==> src/rtl/frame_sequencer.sv <==
// rtl/frame_sequencer.sv - preamble hunt, subframe framing and frame_dismantle supervision
// Optional feature macro: FRAME_SEQ_ERRCNT_EN (adds saturating err_count output)
module frame_sequencer #(
  parameter int         TIMEOUT = 1024,
  parameter logic [3:0] PRE_B   = 4'b1110,
  parameter logic [3:0] PRE_M   = 4'b0010
) (
  input  logic        clk,
  input  logic        rst,
  input  logic        bit_valid,
  input  logic        bit_in,
  input  logic        dis_kill,
  input  logic        dis_done,
  output logic        dis_rst,
  output logic        dis_vin,
  output logic        dis_din,
  output logic [7:0]  frame_counter,
  output logic        locked,
  output logic [15:0] block_count
`ifdef FRAME_SEQ_ERRCNT_EN
  ,
  output logic [7:0]  err_count
`endif
);

  localparam int IW = $clog2(TIMEOUT + 1);

  typedef enum logic [1:0] {HUNT, BODY, PRE} state_t;

  state_t          state;
  logic [3:0]      sr;
  logic [4:0]      body_cnt;
  logic [1:0]      pre_cnt;
  logic [IW-1:0]   idle_cnt;

  logic [3:0] next_sr;
  logic [3:0] exp_pre;
  logic       timeout;
  logic       pre_bad;
  logic       err_evt;

  // The preamble register is shared by the hunt and by preamble collection.
  assign next_sr = {sr[2:0], bit_in};
  // frame_counter has already advanced on the first preamble bit, so it names the frame being opened.
  assign exp_pre = (frame_counter == 8'd0) ? PRE_B : PRE_M;
  assign timeout = (state != HUNT) && (idle_cnt == IW'(TIMEOUT));
  assign pre_bad = (state == PRE) && bit_valid && (pre_cnt == 2'd3) && (next_sr != exp_pre);
  // Kill, mismatch and timeout collapse into a single error event; kill is ignored while hunting.
  assign err_evt = (state != HUNT) && (dis_kill || timeout || pre_bad);

  // Framing FSM with registered outputs toward frame_dismantle.
  always_ff @(posedge clk or posedge rst) begin
    if (rst) begin
      state         <= HUNT;
      sr            <= 4'd0;
      body_cnt      <= 5'd0;
      pre_cnt       <= 2'd0;
      dis_rst       <= 1'b0;
      dis_vin       <= 1'b0;
      dis_din       <= 1'b0;
      frame_counter <= 8'd0;
      locked        <= 1'b0;
    end else begin
      dis_rst <= 1'b0;
      dis_vin <= 1'b0;
      if (err_evt) begin
        state         <= HUNT;
        locked        <= 1'b0;
        dis_rst       <= 1'b1;
        frame_counter <= 8'd0;
        sr            <= 4'd0;
      end else if (bit_valid) begin
        case (state)
          HUNT: begin
            sr <= next_sr;
            if (next_sr == PRE_B) begin
              dis_rst       <= 1'b1;
              frame_counter <= 8'd0;
              locked        <= 1'b1;
              state         <= BODY;
              body_cnt      <= 5'd0;
            end
          end
          BODY: begin
            dis_vin  <= 1'b1;
            dis_din  <= bit_in;
            body_cnt <= body_cnt + 5'd1;
            if (body_cnt == 5'd27) begin
              state   <= PRE;
              pre_cnt <= 2'd0;
            end
          end
          PRE: begin
            sr      <= next_sr;
            pre_cnt <= pre_cnt + 2'd1;
            if (pre_cnt == 2'd0)
              frame_counter <= (frame_counter == 8'd191) ? 8'd0 : frame_counter + 8'd1;
            if (pre_cnt == 2'd3) begin
              state    <= BODY;
              body_cnt <= 5'd0;
            end
          end
          default: state <= HUNT;
        endcase
      end
    end
  end

  // Idle watchdog: counts bit-less cycles only while aligned.
  always_ff @(posedge clk or posedge rst) begin
    if (rst)
      idle_cnt <= '0;
    else if (state == HUNT || bit_valid || err_evt)
      idle_cnt <= '0;
    else if (idle_cnt != IW'(TIMEOUT))
      idle_cnt <= idle_cnt + IW'(1);
  end

  // Completed blocks reported by frame_dismantle, counted regardless of error events.
  always_ff @(posedge clk or posedge rst) begin
    if (rst)
      block_count <= 16'd0;
    else if (dis_done)
      block_count <= block_count + 16'd1;
  end

`ifdef FRAME_SEQ_ERRCNT_EN
  // Saturating count of error events.
  always_ff @(posedge clk or posedge rst) begin
    if (rst)
      err_count <= 8'd0;
    else if (err_evt && err_count != 8'd255)
      err_count <= err_count + 8'd1;
  end
`endif

endmodule

==> config.mk <==
export PLATFORM = sky130hd
export DESIGN_NAME = frame_sequencer
export DESIGN_NICKNAME = d
export VERILOG_FILES = /design/src/rtl/frame_sequencer.sv
export SDC_FILE = /design/constraint.sdc
export NUM_CORES = 1
export LEC_CHECK = 0
export CAP_MARGIN = 20
export CORE_UTILIZATION = 45
export DETAILED_ROUTE_END_ITERATION = 10
export GPL_TIMING_DRIVEN = 0
export PLACE_DENSITY = 0.65
export SLEW_MARGIN = 20
export SYNTH_ARGS = -nofsm -noshare
export SYNTH_HDL_FRONTEND = slang
export SYNTH_SLANG_ARGS = --single-unit
export TNS_END_PERCENT = 50
==> constraint.sdc <==
create_clock -name clk -period 2.4 [get_ports clk]
set_input_delay 0.48 -clock clk [delete_from_list [all_inputs] [get_ports clk]]
set_output_delay 0.48 -clock clk [all_outputs]
set_load 0.03 [all_outputs]
==> flow_summary.yaml <==
status:
  run_status: "finished, final reports clean"
sta:
  final.setup_skew_ps: 6.56
  final.setup.worst_slack_ps: 138
  finalCriticalPeriod_ps: 2260
  rsz_0062_raised_after_global_routing: "no"
  timing.slew.headroom_pct: 61.8
  highest_clock_frequency_the_design_can_meet_mhz: 442
  final_hold_viol_count: 0
  setup_viol_count_final: 0
  timing_max_transition_violations_final: 0
  final_min_period_over_clock_period_pct: 94.3
  tightestPinTransition_ps: 572
  setup_total_negative_slack_ps: 0
  final.hold.worst_slack_ps: 473
clocking:
  cts_hold_repair.buffers: 0
  cts_tree: "done"
  cts_made_buffers: 5
  clk_pin_slew_worst_paths_ps: 90
  clock_path_buffers: 2
  cts.root.buffer_cell: "sky130_fd_sc_hd__clkbuf_8"
  cts-htree-levels: 2
  clkLatencyLatePin_ps: 310
  sinks_on_clock_net: 51
synth:
  synth.yosys.seq_area_share_pct: 47.0
  synth-simple-area-share_pct: 22.6
  yosys_warn_count: 0
  most_frequently_used_cell_type_in_the_post_synthesis_netlist: "sky130_fd_sc_hd__dfrtp_1"
  synth_top_cells_by_area: "sky130_fd_sc_hd__dfrtp_1 (47%), sky130_fd_sc_hd__nand3_1 (4.2%), sky130_fd_sc_hd__xor2_1 (4.2%)"
  post_synth_instance_area_um2: 2720
  largest_family_of_logic_cells_by_synthesized_area: "simple AND/OR/NAND/NOR gates"
  synth_compound_gate_area_share_pct: 12.7
  yosys.area_share.adder_pct: 3.68
  netlist-cell-type-count: 56
  post-synth-top-area-fraction_pct: 47.0
  mapped_cells: 267
  synth-xor-area-share_pct: 7.73
  synth-async-reset-ratio_pct: 100
  ys_seq_elements: 51
  number_of_enable_type_register_cells_in_the_synthesized_netlist: 0
  syn_avg_cell_area_um2: 10.2
  share_of_synthesized_area_spent_on_multiplexers_pct: 3.22
  library_cell_with_the_largest_summed_area_after_synthesis: "sky130_fd_sc_hd__dfrtp_1"
  synth_nets: 281
  netlist_top_cells_count: "sky130_fd_sc_hd__dfrtp_1 (51), sky130_fd_sc_hd__nor2_1 (27), sky130_fd_sc_hd__nand2_1 (26)"
  ys_dominant_reg_cell: "sky130_fd_sc_hd__dfrtp_1"
grt:
  global_route_met3_utilization_pct: 3.09
  grt_antenna_before_repair: 0
  grt_max_degree: 28
  global_route.overflow_total: 0
  grt_pass1_wl_um: 9140
  globalRoute.busiestLayer: "met2"
  gr-usage-met1_pct: 25.3
  first_global_vias: 1985
  grt_util_overall_pct: 18.5
  gr-usage-met2_pct: 29.0
floorplan:
  die_w_um: 79.7
  fp-row-count: 27
  dieArea_um2: 6350
  io_pins: 34
  core-area_um2: 5680
  start_util_pct: 47.9
  die_height_um: 79.7
power:
  power.ir.vdd_worst_mv: 0.617
  total_power_mw: 2.40
  power_per_cell_area_nw_per_um2: 739
  p_leak_nw: 1.40
final_layout:
  fin_cells: 380
  final_net_count: 322
  final_layout_size_suffix_gt1_share_pct: 13.3
  antenna-diode-count: 0
  final_design_area_no_fill_um2: 3250
  final_util_pct: 57.3
  area.growth.synth_to_final_pct: 19.7
route:
  vias: 2012
  remaining_drc_errors: 0
  avgRoutedWirePerCell_um: 13.5
  drt-total-wl_um: 5120
  detailedRoute.firstPassIterationCount: 4
  detailedRoute.firstIterationViolations: 113
  vias_per_cell: 5.29
  drt.antenna.violating_nets: 0
placement:
  place.gp.congestion: 0.780
  dp.final_hpwl_um: 3680
  numPlacedInstances: 372
  dp_slack_ps: -300
  portBuffers: 32
  place_area_um2: 3150
critical_path:
  crit_fanout: 7
  critical_path_data_required_time_ps: 2590
  endpoint_kind: "flop"
  data_arrival_at_the_endpoint_of_the_critical_path_ps: 2460
  setup.worst_path.start_class: "flop"
  path_class: "reg2reg"
hold_path:
  worst_hold_path_type: "reg2reg"
run:
  drv_cap: 0
[power by group]
group / leakage, nW / switching (mW) / total, mW / internal, mW
sequential: 0.689 / 0.147 / 1.15 / 1.00
clock: 0.0440 / 0.285 / 0.485 / 0.200
combinational: 0.669 / 0.433 / 0.770 / 0.337
total: 1.40 / 0.866 / 2.40 / 1.54
[metal layers]
metal  wire length (µm)  vias to the layer above
li1                   -                     1015
met1               2480                      948
met2               2390                       44
met3                195                        5
met4                 59                        0
met5                  0                        -
[cells in the final DEF (no fill, tap or decap), drive strengths merged, types with 3 or more instances in the layout]
| master | netlist | final |
|---|---|---|
| nor3 | 4 | 4 |
| xor2 | 13 | 13 |
| nand2 | 27 | 27 |
| inv | 14 | 14 |
| and2 | 3 | 3 |
| nor2 | 27 | 27 |
| clkbuf | 2 | 7 |
| mux2i | 5 | 5 |
| xnor2 | 11 | 11 |
| and3 | 11 | 11 |
| mux2 | 3 | 3 |
| nand4 | 5 | 5 |
| dfrtp | 51 | 51 |
| ha | 8 | 8 |
| o21ai | 18 | 18 |
| clkdlybuf4s50 | 0 | 31 |
| nor4 | 3 | 3 |
| a21oi | 8 | 8 |
| buf | 2 | 4 |
| nand3 | 24 | 24 |
[sequential cells by signal, summed over array words and instances, names as in the netlist]
| signal | cells |
|---|---|
| block_count | 16 |
| idle_cnt | 11 |
| frame_counter | 8 |
| body_cnt | 5 |
| sr | 3 |
| pre_cnt | 2 |
| state | 2 |
| dis_din | 1 |
| dis_rst | 1 |
| dis_vin | 1 |
| locked | 1 |
[cells by family (layout without fill, tap and decap cells)]
group	after synthesis	after routing
compound gates	43	43
simple gates	115	115
flops	51	51
buf+inv	18	59
fa+ha+maj	8	8
mux	8	8
xor+xnor	24	24
[critical path, stage by stage, from the launching register on]
cell                      delay, ps
sky130_fd_sc_hd__dfrtp_1        450
sky130_fd_sc_hd__inv_1           70
sky130_fd_sc_hd__ha_1           190
sky130_fd_sc_hd__nor3b_2        180
sky130_fd_sc_hd__and3_2         250
sky130_fd_sc_hd__o31ai_4        440
sky130_fd_sc_hd__a21oi_4        150
sky130_fd_sc_hd__nand2_2        120
sky130_fd_sc_hd__mux2_4         300
[path summary, 6_finish.rpt]
path | from | endpoint | slack (ps) | cells after the start
max | frame_counter[0]$_DFFE_PP0P_ | dis_din$_DFFE_PP0P_ | 140 | 8
min | block_count[15]$_DFFE_PP0P_ | block_count[15]$_DFFE_PP0P_ | 470 | 1
max reg2reg | frame_counter[0]$_DFFE_PP0P_ | dis_din$_DFFE_PP0P_ | 140 | 8
min reg2reg | block_count[15]$_DFFE_PP0P_ | block_count[15]$_DFFE_PP0P_ | 470 | 1
max in group asynchronous | rst | frame_counter[6]$_DFFE_PP0P_ | 1320 | 3
min in group asynchronous | rst | block_count[7]$_DFFE_PP0P_ | 540 | 2
[layout make-up]
cell class	count	area (µm²)
Clock buffer	5	68.8
Sequential cell	51	1280
Clock inverter	2	13.8
Inverter	14	52.6
Buffer	4	33.8
Timing Repair Buffer	34	350
Tap cell	72	90.1
Multi-Input combinational cell	198	1370
Fill cell	518	2420
[what timing repair did]
action                                  CTS  global route
buffers inserted                          0             1
gates resized for setup                   0             3
endpoints found under the setup margin    0             9
(Power assumes the default switching activity.)
